**src/rtl/pistormx_txn_queue.sv**
```systemverilog
// Pi-side transaction queue: synchronizes Pi register writes into M68K_CLK, stages address/data, commits ops to a FIFO.
// Push lands 2 edges after the synchronized strobe; commits into a full queue are dropped (sticky Q_OVF); one op in flight at a time.
module pistormx_txn_queue #(
    parameter int DEPTH = 4
) (
    input  logic        M68K_CLK,
    input  logic        M68K_RST,
    input  logic        PI_WR,
    input  logic [1:0]  PI_A,
    input  logic [15:0] PI_D,
    output logic        OP_VALID,
    output logic [22:0] OP_A,
    output logic        OP_A0,
    output logic        OP_SZ,
    output logic        OP_RW,
    output logic [15:0] OP_DOUT,
    input  logic        OP_ACK,
    input  logic        OP_DONE,
    input  logic [15:0] OP_DIN,
    output logic [15:0] RD_DATA,
    output logic        PI_TXN_IN_PROGRESS,
    output logic        Q_FULL,
    output logic        Q_OVF
);
    localparam int AW = $clog2(DEPTH);
    localparam int CW = AW + 1;

    typedef struct packed {
        logic [22:0] a;
        logic        a0;
        logic        sz;
        logic        rw;
        logic [15:0] dat;
    } op_ent_t;

    logic              w1_q, w1_d, w2_q, w2_d, w3_q, w3_d;
    logic [14:0]       stage_a_q, stage_a_d;
    logic              stage_a0_q, stage_a0_d;
    logic [15:0]       stage_d_q, stage_d_d;
    op_ent_t [DEPTH-1:0] mem_q, mem_d;
    logic [AW-1:0]     wr_ptr_q, wr_ptr_d, rd_ptr_q, rd_ptr_d;
    logic [CW-1:0]     count_q, count_d;
    logic              inflight_q, inflight_d;
    logic              inflight_rw_q, inflight_rw_d;
    logic [15:0]       rd_data_q, rd_data_d;
    logic              ovf_q, ovf_d;

    logic    evt, op_valid, ack_take, push_ok, full;
    op_ent_t head, new_ent;

    assign head     = mem_q[rd_ptr_q];
    assign full     = (count_q == CW'(DEPTH));
    assign op_valid = (count_q != '0) & ~inflight_q;
    assign evt      = w2_q & ~w3_q;
    assign ack_take = OP_ACK & op_valid;
    assign new_ent  = '{a: {PI_D[7:0], stage_a_q}, a0: stage_a0_q,
                        sz: PI_D[8], rw: PI_D[9], dat: stage_d_q};

    always_comb begin
        w1_d          = PI_WR;
        w2_d          = w1_q;
        w3_d          = w2_q;
        stage_a_d     = stage_a_q;
        stage_a0_d    = stage_a0_q;
        stage_d_d     = stage_d_q;
        mem_d         = mem_q;
        wr_ptr_d      = wr_ptr_q;
        rd_ptr_d      = rd_ptr_q;
        inflight_d    = inflight_q;
        inflight_rw_d = inflight_rw_q;
        rd_data_d     = rd_data_q;
        ovf_d         = ovf_q;
        push_ok       = 1'b0;

        if (ack_take) begin
            rd_ptr_d      = rd_ptr_q + 1'b1;
            inflight_d    = 1'b1;
            inflight_rw_d = head.rw;
        end

        if (evt) begin
            case (PI_A)
                2'd0: stage_d_d = PI_D;
                2'd1: begin
                    stage_a_d  = PI_D[15:1];
                    stage_a0_d = PI_D[0];
                end
                2'd2: begin
                    // A simultaneous pop frees a slot, so a commit at full is still accepted.
                    if (!full || ack_take) begin
                        push_ok         = 1'b1;
                        mem_d[wr_ptr_q] = new_ent;
                        wr_ptr_d        = wr_ptr_q + 1'b1;
                    end else begin
                        ovf_d = 1'b1;
                    end
                end
                default: begin
                    if (PI_D[3]) ovf_d = 1'b0;
                end
            endcase
        end

        count_d = count_q + CW'(push_ok) - CW'(ack_take);

        // Flush drops queued entries only; an op already handed to the engine still completes.
        if (evt && PI_A == 2'd3 && PI_D[2]) begin
            rd_ptr_d = wr_ptr_d;
            count_d  = '0;
        end

        if (OP_DONE && inflight_q) begin
            inflight_d = 1'b0;
            if (inflight_rw_q) rd_data_d = OP_DIN;
        end
    end

    always_ff @(posedge M68K_CLK or posedge M68K_RST) begin
        if (M68K_RST) begin
            w1_q          <= 1'b0;
            w2_q          <= 1'b0;
            w3_q          <= 1'b0;
            stage_a_q     <= '0;
            stage_a0_q    <= 1'b0;
            stage_d_q     <= '0;
            mem_q         <= '0;
            wr_ptr_q      <= '0;
            rd_ptr_q      <= '0;
            count_q       <= '0;
            inflight_q    <= 1'b0;
            inflight_rw_q <= 1'b0;
            rd_data_q     <= '0;
            ovf_q         <= 1'b0;
        end else begin
            w1_q          <= w1_d;
            w2_q          <= w2_d;
            w3_q          <= w3_d;
            stage_a_q     <= stage_a_d;
            stage_a0_q    <= stage_a0_d;
            stage_d_q     <= stage_d_d;
            mem_q         <= mem_d;
            wr_ptr_q      <= wr_ptr_d;
            rd_ptr_q      <= rd_ptr_d;
            count_q       <= count_d;
            inflight_q    <= inflight_d;
            inflight_rw_q <= inflight_rw_d;
            rd_data_q     <= rd_data_d;
            ovf_q         <= ovf_d;
        end
    end

    assign OP_VALID           = op_valid;
    assign OP_A               = head.a;
    assign OP_A0              = head.a0;
    assign OP_SZ              = head.sz;
    assign OP_RW              = head.rw;
    assign OP_DOUT            = head.dat;
    assign RD_DATA            = rd_data_q;
    assign PI_TXN_IN_PROGRESS = (count_q != '0) | inflight_q;
    assign Q_FULL             = full;
    assign Q_OVF              = ovf_q;
endmodule

```
**config.mk**
```make
export PLATFORM = sky130hd
export DESIGN_NAME = pistormx_txn_queue
export DESIGN_NICKNAME = d
export VERILOG_FILES = /design/src/rtl/pistormx_txn_queue.sv
export SDC_FILE = /design/constraint.sdc
export NUM_CORES = 1
export LEC_CHECK = 0
export CAP_MARGIN = 20
export CELL_PAD_IN_SITES_DETAIL_PLACEMENT = 0
export CELL_PAD_IN_SITES_GLOBAL_PLACEMENT = 1
export CORE_MARGIN = 2
export CORE_UTILIZATION = 48
export DETAILED_ROUTE_END_ITERATION = 10
export PLACE_DENSITY = 0.82
export REMOVE_ABC_BUFFERS = 1
export SLEW_MARGIN = 20
export SYNTH_ARGS = -nofsm -noshare
export SYNTH_HDL_FRONTEND = slang
export SYNTH_SLANG_ARGS = --single-unit
```
**constraint.sdc**
```tcl
create_clock -name M68K_CLK -period 8.7 [get_ports M68K_CLK]
set_clock_uncertainty 0.1 [all_clocks]
set_input_delay 0.87 -clock M68K_CLK [delete_from_list [all_inputs] [get_ports M68K_CLK]]
set_output_delay 0.87 -clock M68K_CLK [all_outputs]
set_load 0.03 [all_outputs]
```
==> metrics, run 1 <==
status=completed; Initial Utilization=48.8%; CTS hold repair buffers=0; dpl hpwl=11.9 mm; CP Capture Type=output port; core area=20,200 um^2; Die Wd=147 um; Worst-Margin Slew=between 0.9 and 1 ns; Core Rows=52; DIE HEIGHT=147 um; clock tree buffer depth=3; Crit Path Max Fanout=45; pin count of the biggest net entering global routing=about 150; Max Cap Viol=0; RSZ-0062 raised after global routing=false; Pleak=5.31 nW; flops & latches, synth=about 230; DR top layer=met4; input/output buffers=100; diode count=0; predominant post-synthesis flop cell=dfrtp_1; Area Overhead vs Synth=21.1%; CTS tree=done; Max Freq=259 MHz; Worst-path clk slew=0.06 ns; Final Cycle Share=44.4%; grt ovf=0; H-tree depth=1; Met2 Routed Length=10.2 mm; routability cong.=between 0.7 and 0.8; power density cells=393 nW/um^2; post-layout util=59.1%; initial antenna violation count=0; maximum VDD drop=around 0.21 mV; number of global-route vias before repair=6,096; Via density=5.47; Final Hold Fails=0; crit-path leading delay family=flip-flops; routed len/inst=roughly 20 um; Residual DRC=0; crit-path cells=mux4_2, clkdlybuf4s50_1; Mapped Area=9880 um^2; cts bufs inserted=24; # resized after CTS=0; CP arrival=2.89 ns; fin. max-slew vios=0; Worst setup SP type=flip-flop; setup TNS=0 ns; Crit path required time=7.73 ns; Hold Path Class=flip-flop to flip-flop; Async SR Flop Fraction=100%; WL met1=8.54 mm; post-synthesis sequential area ratio=58.0%; crit path time final=3.86 ns; Starting DRT DRC Count=roughly 200; CTS Root Cell=clkbuf_16; WS Path Type=flip-flop to output port; Post-Synthesis Cells=around 580; fraction of layout cells with a size suffix above 1=42.4%; # setup viols final=0; Global Route Usage Sum=19.2%; slew margin rel.=roughly a third; drt first pass iters=4; slowest stage delay, CP=1.07 ns; Nets=729; Slowest-stage cell, CP=dfrtp_4; Distinct cells, synth=35; IO Count=101; die area=21,800 um^2; number of flops mapped to enable cells by yosys=0; DR vias=5,309; Routed Antenna Nets=0; first-pass GRT wire length=33.1 mm; final wirelength=between 15 and 20 mm; clk_lat worst skew=slightly above 0.5 ns; postcts setup bufs=0; DR WL met3=913 um; Buffers & Inverters on Critical Path=1; CTS Sinks=229; Avg Cell Area, Syn=17.1 um^2; yosys warns=0
per-stage QoR:
step                hold slack, ns  total power, W  setup slack, ns  cells  instance area (um^2)
floorplan                    0.231         0.00296             1.45    545                  9630
global placement             0.232         0.00354             5.14    926                 11100
detailed placement           0.236         0.00363             5.10    926                 11100
CTS                          0.246         0.00476             4.76    969                 11900
global route                 0.257         0.00495             4.69    970                 12000
finish                       0.244         0.00470             4.84    970                 12000
cell type report:
cell class	count	area, um^2
clock inverters	13	204
clock buffers	30	663
fillers	1511	8270
repair buffers	112	1110
inverters	13	56.3
multi-input cells	303	3850
flip-flops and latches	229	5740
well taps	270	338
cells in the mapped netlist (all sizes together) (3+ instances only):
master	n	area share [%]
mux4	42	9.6
xnor2	3	0.27
ha	6	0.76
nor3	3	0.15
mux2	218	25
dfrtp	229	58
inv	13	0.49
clkbuf	7	0.27
buf	25	2.3
a2111oi	4	1.1
layer usage:
| metal | GRT usage (%) | vias up |
|---|---|---|
| met1 | 25.3 | 2850 |
| li1 | - | 2340 |
| met5 | 0 | - |
| met2 | 33.3 | 88 |
| met4 | 4.18 | 0 |
| met3 | 4.01 | 31 |
layout by cell type, fill, tap and decap left out, types with 2 or more instances in the layout:
cell type / count
bufinv_16: 5
o21ai_0: 2
dfrtp_1: 227
mux2_2: 189
a31oi_1: 2
clkdlybuf4s50_1: 100
clkbuf_1: 2
nor2_1: 2
ha_1: 6
nor3_1: 3
clkbuf_16: 24
clkbuf_8: 4
clkinv_2: 6
a2111oi_4: 4
nor3b_4: 2
mux4_2: 42
inv_1: 12
xnor2_1: 3
nor2b_1: 2
buf_4: 10
and2_1: 2
mux2_1: 29
state kept, by name, indices dropped and copies added (netlist names), 2 cells and up:
name	flops
stage_a_q	15
mem_q	168
RD_DATA	16
count_q	3
wr_ptr_q	2
stage_d_q	16
rd_ptr_q	2
where the power goes:
group	total [W]	internal [W]	switching, W
Clock	0.00110	0.000689	0.000414
Sequential	0.00183	0.00151	0.000319
Combinational	0.00176	0.000948	0.000816
worst reg2reg max path, cell delays in order, from the launching register on:
cell,delay [ns]
dfrtp_1,0.46
nor3_1,0.64
nor2_1,0.14
ha_1,0.33
inv_1,0.06
ha_1,0.13
inv_1,0.05
fa_1,0.37
xnor2_1,0.15
xnor2_1,0.13
and2_1,0.15
kinds of logic (layout without fill, tap and decap cells):
kind of cell             after synthesis  after routing  share of synthesized area (%)
AND/OR/NAND/NOR                       20             20                           1.58
flip-flops                           229            229                           58.0
multiplexers                         260            260                           34.4
adder cells (fa/ha/maj)                7              7                          0.962
XOR/XNOR                               3              3                          0.266
buffers and inverters                 45            168                           3.09
AO/OA/AOI/OAI                         13             13                           1.71
worst paths after layout:
path / startpoint / end / slack (ns) / cells past startpoint
setup / recovery: rd_ptr_q[0] / OP_DOUT[4] / 4.84 / 2
hold / removal: w1_q / w2_q / 0.24 / 0
setup reg to reg: count_q[1] / count_q[2] / 5.90 / 10
hold reg to reg: w1_q / w2_q / 0.24 / 0
max in group asynchronous: M68K_RST / rd_ptr_q[0] / 6.81 / 3
min in group asynchronous: M68K_RST / mem_q[117] / 0.64 / 2
(Power assumes the default switching activity.)
==> inputs of run 2 (changes only) <==
Settings changed: CORE_UTILIZATION 48 to 44, PLACE_DENSITY 0.82 to 0.79.
Clock period 8.7 ns to 3.16 ns, I/O delays scaled along.
==> run 2 against run 1 <==
Against the previous run:
- utilization decreased by 3.9 points
- power rose to 2.8 times the previous value
- sequential power grew to 2.7 times the previous value
- via count is essentially flat
- clock-buffer cell count rose by 9
- largest cell class unchanged
- setup slack worse by 4.7 ns
- critical path type unchanged
- highest routed layer unchanged
- critical path depth is 1 higher
- global-route usage fell by 1.4 points
- clock power grew to 2.7 times the previous value
- final cell count rose by 2.2%
- worst hold slack worse by 0.11 ns
==> metrics, run 2 (synthesized netlist as in run 1, its figures left out) <==
number of global-route vias before repair=~6,000; Seq pwr share=between 30% and 40%; Pleak=5.36 nW; maximum VDD drop=0.584 mV; final instance area=12,100 um^2; slew margin rel.=48.4%; Reg with most FFs=mem_q; Area Overhead vs Synth=22.6%; CTS tree=done; Post-DP Area=11,300 um^2; reg-to-reg slack, setup=0.71 ns; Via density=5.36; postcts setup bufs=0; Die Wd=roughly 150 um; Initial Utilization=45.0%; worst slack, placed=0.238 ns; Routed Antenna Nets=0; drt first pass iters=4; Max Freq=about 330 MHz; CTS Sinks=229; max FFs per register=around 170; Hold Path Class=input port to flip-flop; Final Cycle Share=96.0%; worst reg2reg path depth=10; final wirelength=20.3 mm; commonest non-fill, non-tap cell in the layout=dfrtp_1; Crit path required time=2.74 ns; Worst-path clk slew=around 0.060 ns; FF-to-FF Start=inflight_q; Clk network pwr share=roughly 23%; clock tree buffer depth=3; DR vias=5,311; fraction of layout cells with a size suffix above 1=between 40% and 50%; initial antenna violation count=1; Crit Path Max Fanout=19; CTS Root Cell=clkbuf_16; Nets=739; first-pass GRT wire length=33.5 mm; NetSw=0.00428 W; Setup WS post-layout=0.127 ns; Worst setup SP type=flip-flop; DIE HEIGHT=154 um; crit-path leading delay family=buffers and inverters; number of placed instances, taps included=946; crit path time final=a little over 3 ns; Worst Setup SP=rd_ptr_q[0]; IO Count=101; WS Path Type=flip-flop to output port; fin. max-slew vios=0; power density cells=1070 nW/um^2; RSZ-0062 raised after global routing=false; input/output buffers=100; # resized after CTS=0; status=completed; diode count=0; Global Route Usage Sum=17.8%; crit-path cells=buf_12, mux4_2, clkdlybuf4s50_1; Crit Reg-Reg Endpoint=count_q[2]; sw frac=between 30% and 40%; CP endpoint=OP_DOUT[13]; CTS hold repair buffers=0; CP arrival=~2.6 ns; CP Capture Type=output port; H-tree depth=1; core area=22,000 um^2; routed len/inst=20.5 um; clk_lat worst skew=0.52 ns; Core Rows=54; Slowest-stage cell, CP=dfrtp_4; Starting DRT DRC Count=roughly 200; fin cells=991; Comb power frac=38.9%; dpl hpwl=12.5 mm; routability cong.=0.744; Max Cap Viol=0; Buffers & Inverters on Critical Path=2; grt ovf=0; cts bufs inserted=25; Worst-Margin Slew=0.772 ns; pin count of the biggest net entering global routing=96; die area=23,700 um^2; commonest cells after routing, fill and taps aside=227 x dfrtp_1, 189 x mux2_2, 100 x clkdlybuf4s50_1, 42 x mux4_2, 29 x mux2_1; Residual DRC=0; Levels on crit path=3; post-layout util=a little under three fifths; # setup viols final=0; slowest stage delay, CP=0.69 ns; Final Hold Fails=0; internal power=0.00866 W
==> run 2: changes by cell type in the layout (fill, tap and decap cells not counted), sizes merged <==
cell and delta:
buf +9, bufinv -3, clkbuf +9, clkinv -5
clkinvlp -1, inv +2
==> run 2: worst min-delay path by stage <==
stage	from	to	slack (ns)	cells after the start
global route	PI_WR	w1_q	0.12	1
floorplan	w1_q	w2_q	0.23	0
CTS	PI_WR	w1_q	0.11	1
global placement	w1_q	w2_q	0.24	0
finish	PI_WR	w1_q	0.13	1
detailed placement	w1_q	w2_q	0.24	0
==> run 2: per-stage QoR <==
step / hold slack (ns) / total power, W / setup TNS [ns]
2_1_floorplan: 0.231 / 0.00816 / -808.88
3_3_place_gp: 0.237 / 0.00990 / 0
3_5_place_dp: 0.241 / 0.0102 / 0
4_1_cts: 0.113 / 0.0131 / 0
5_1_grt: 0.122 / 0.0137 / 0
6_report: 0.131 / 0.0129 / 0
==> run 2: worst register-to-register path, cell delays in order (launching register included) <==
cell and delay (ns):
dfrtp_1 0.41, nand2b_4 0.17, a211o_1 0.35, ha_1 0.28
inv_1 0.06, ha_1 0.12, inv_1 0.05, fa_1 0.37
xnor2_1 0.15, xnor2_1 0.13, and2_1 0.16
==> run 2: power groups by stage <==
| stage | sequential (W) | clock [W] | combinational (W) |
|---|---|---|---|
| 6_report | 0.00498 | 0.00293 | 0.00504 |
| 5_1_grt | 0.00516 | 0.00315 | 0.00535 |
| 4_1_cts | 0.00500 | 0.00301 | 0.00513 |
| 3_5_place_dp | 0.00504 | 0 | 0.00511 |
| 3_3_place_gp | 0.00490 | 0 | 0.00500 |
| 2_1_floorplan | 0.00505 | 0 | 0.00311 |
==> run 2: routing by layer <==
metal	wire (um)	share of wire (%)	vias up	global-route usage (%)
met4	330	1.6	0	4.36
met2	10500	52	92	31.2
met1	8660	43	2831	23.6
li1	-	-	2358	-
met5	0	0	-	0
met3	785	3.9	30	2.73
==> run 2: cell type report <==
type | count | area, um^2
Fill cell | 1687 | 9840
Sequential cell | 229 | 5740
Multi-Input combinational cell | 303 | 3850
Timing Repair Buffer | 121 | 1280
Clock buffer | 39 | 738
Tap cell | 280 | 350
Clock inverter | 6 | 101
Inverter | 13 | 56.3
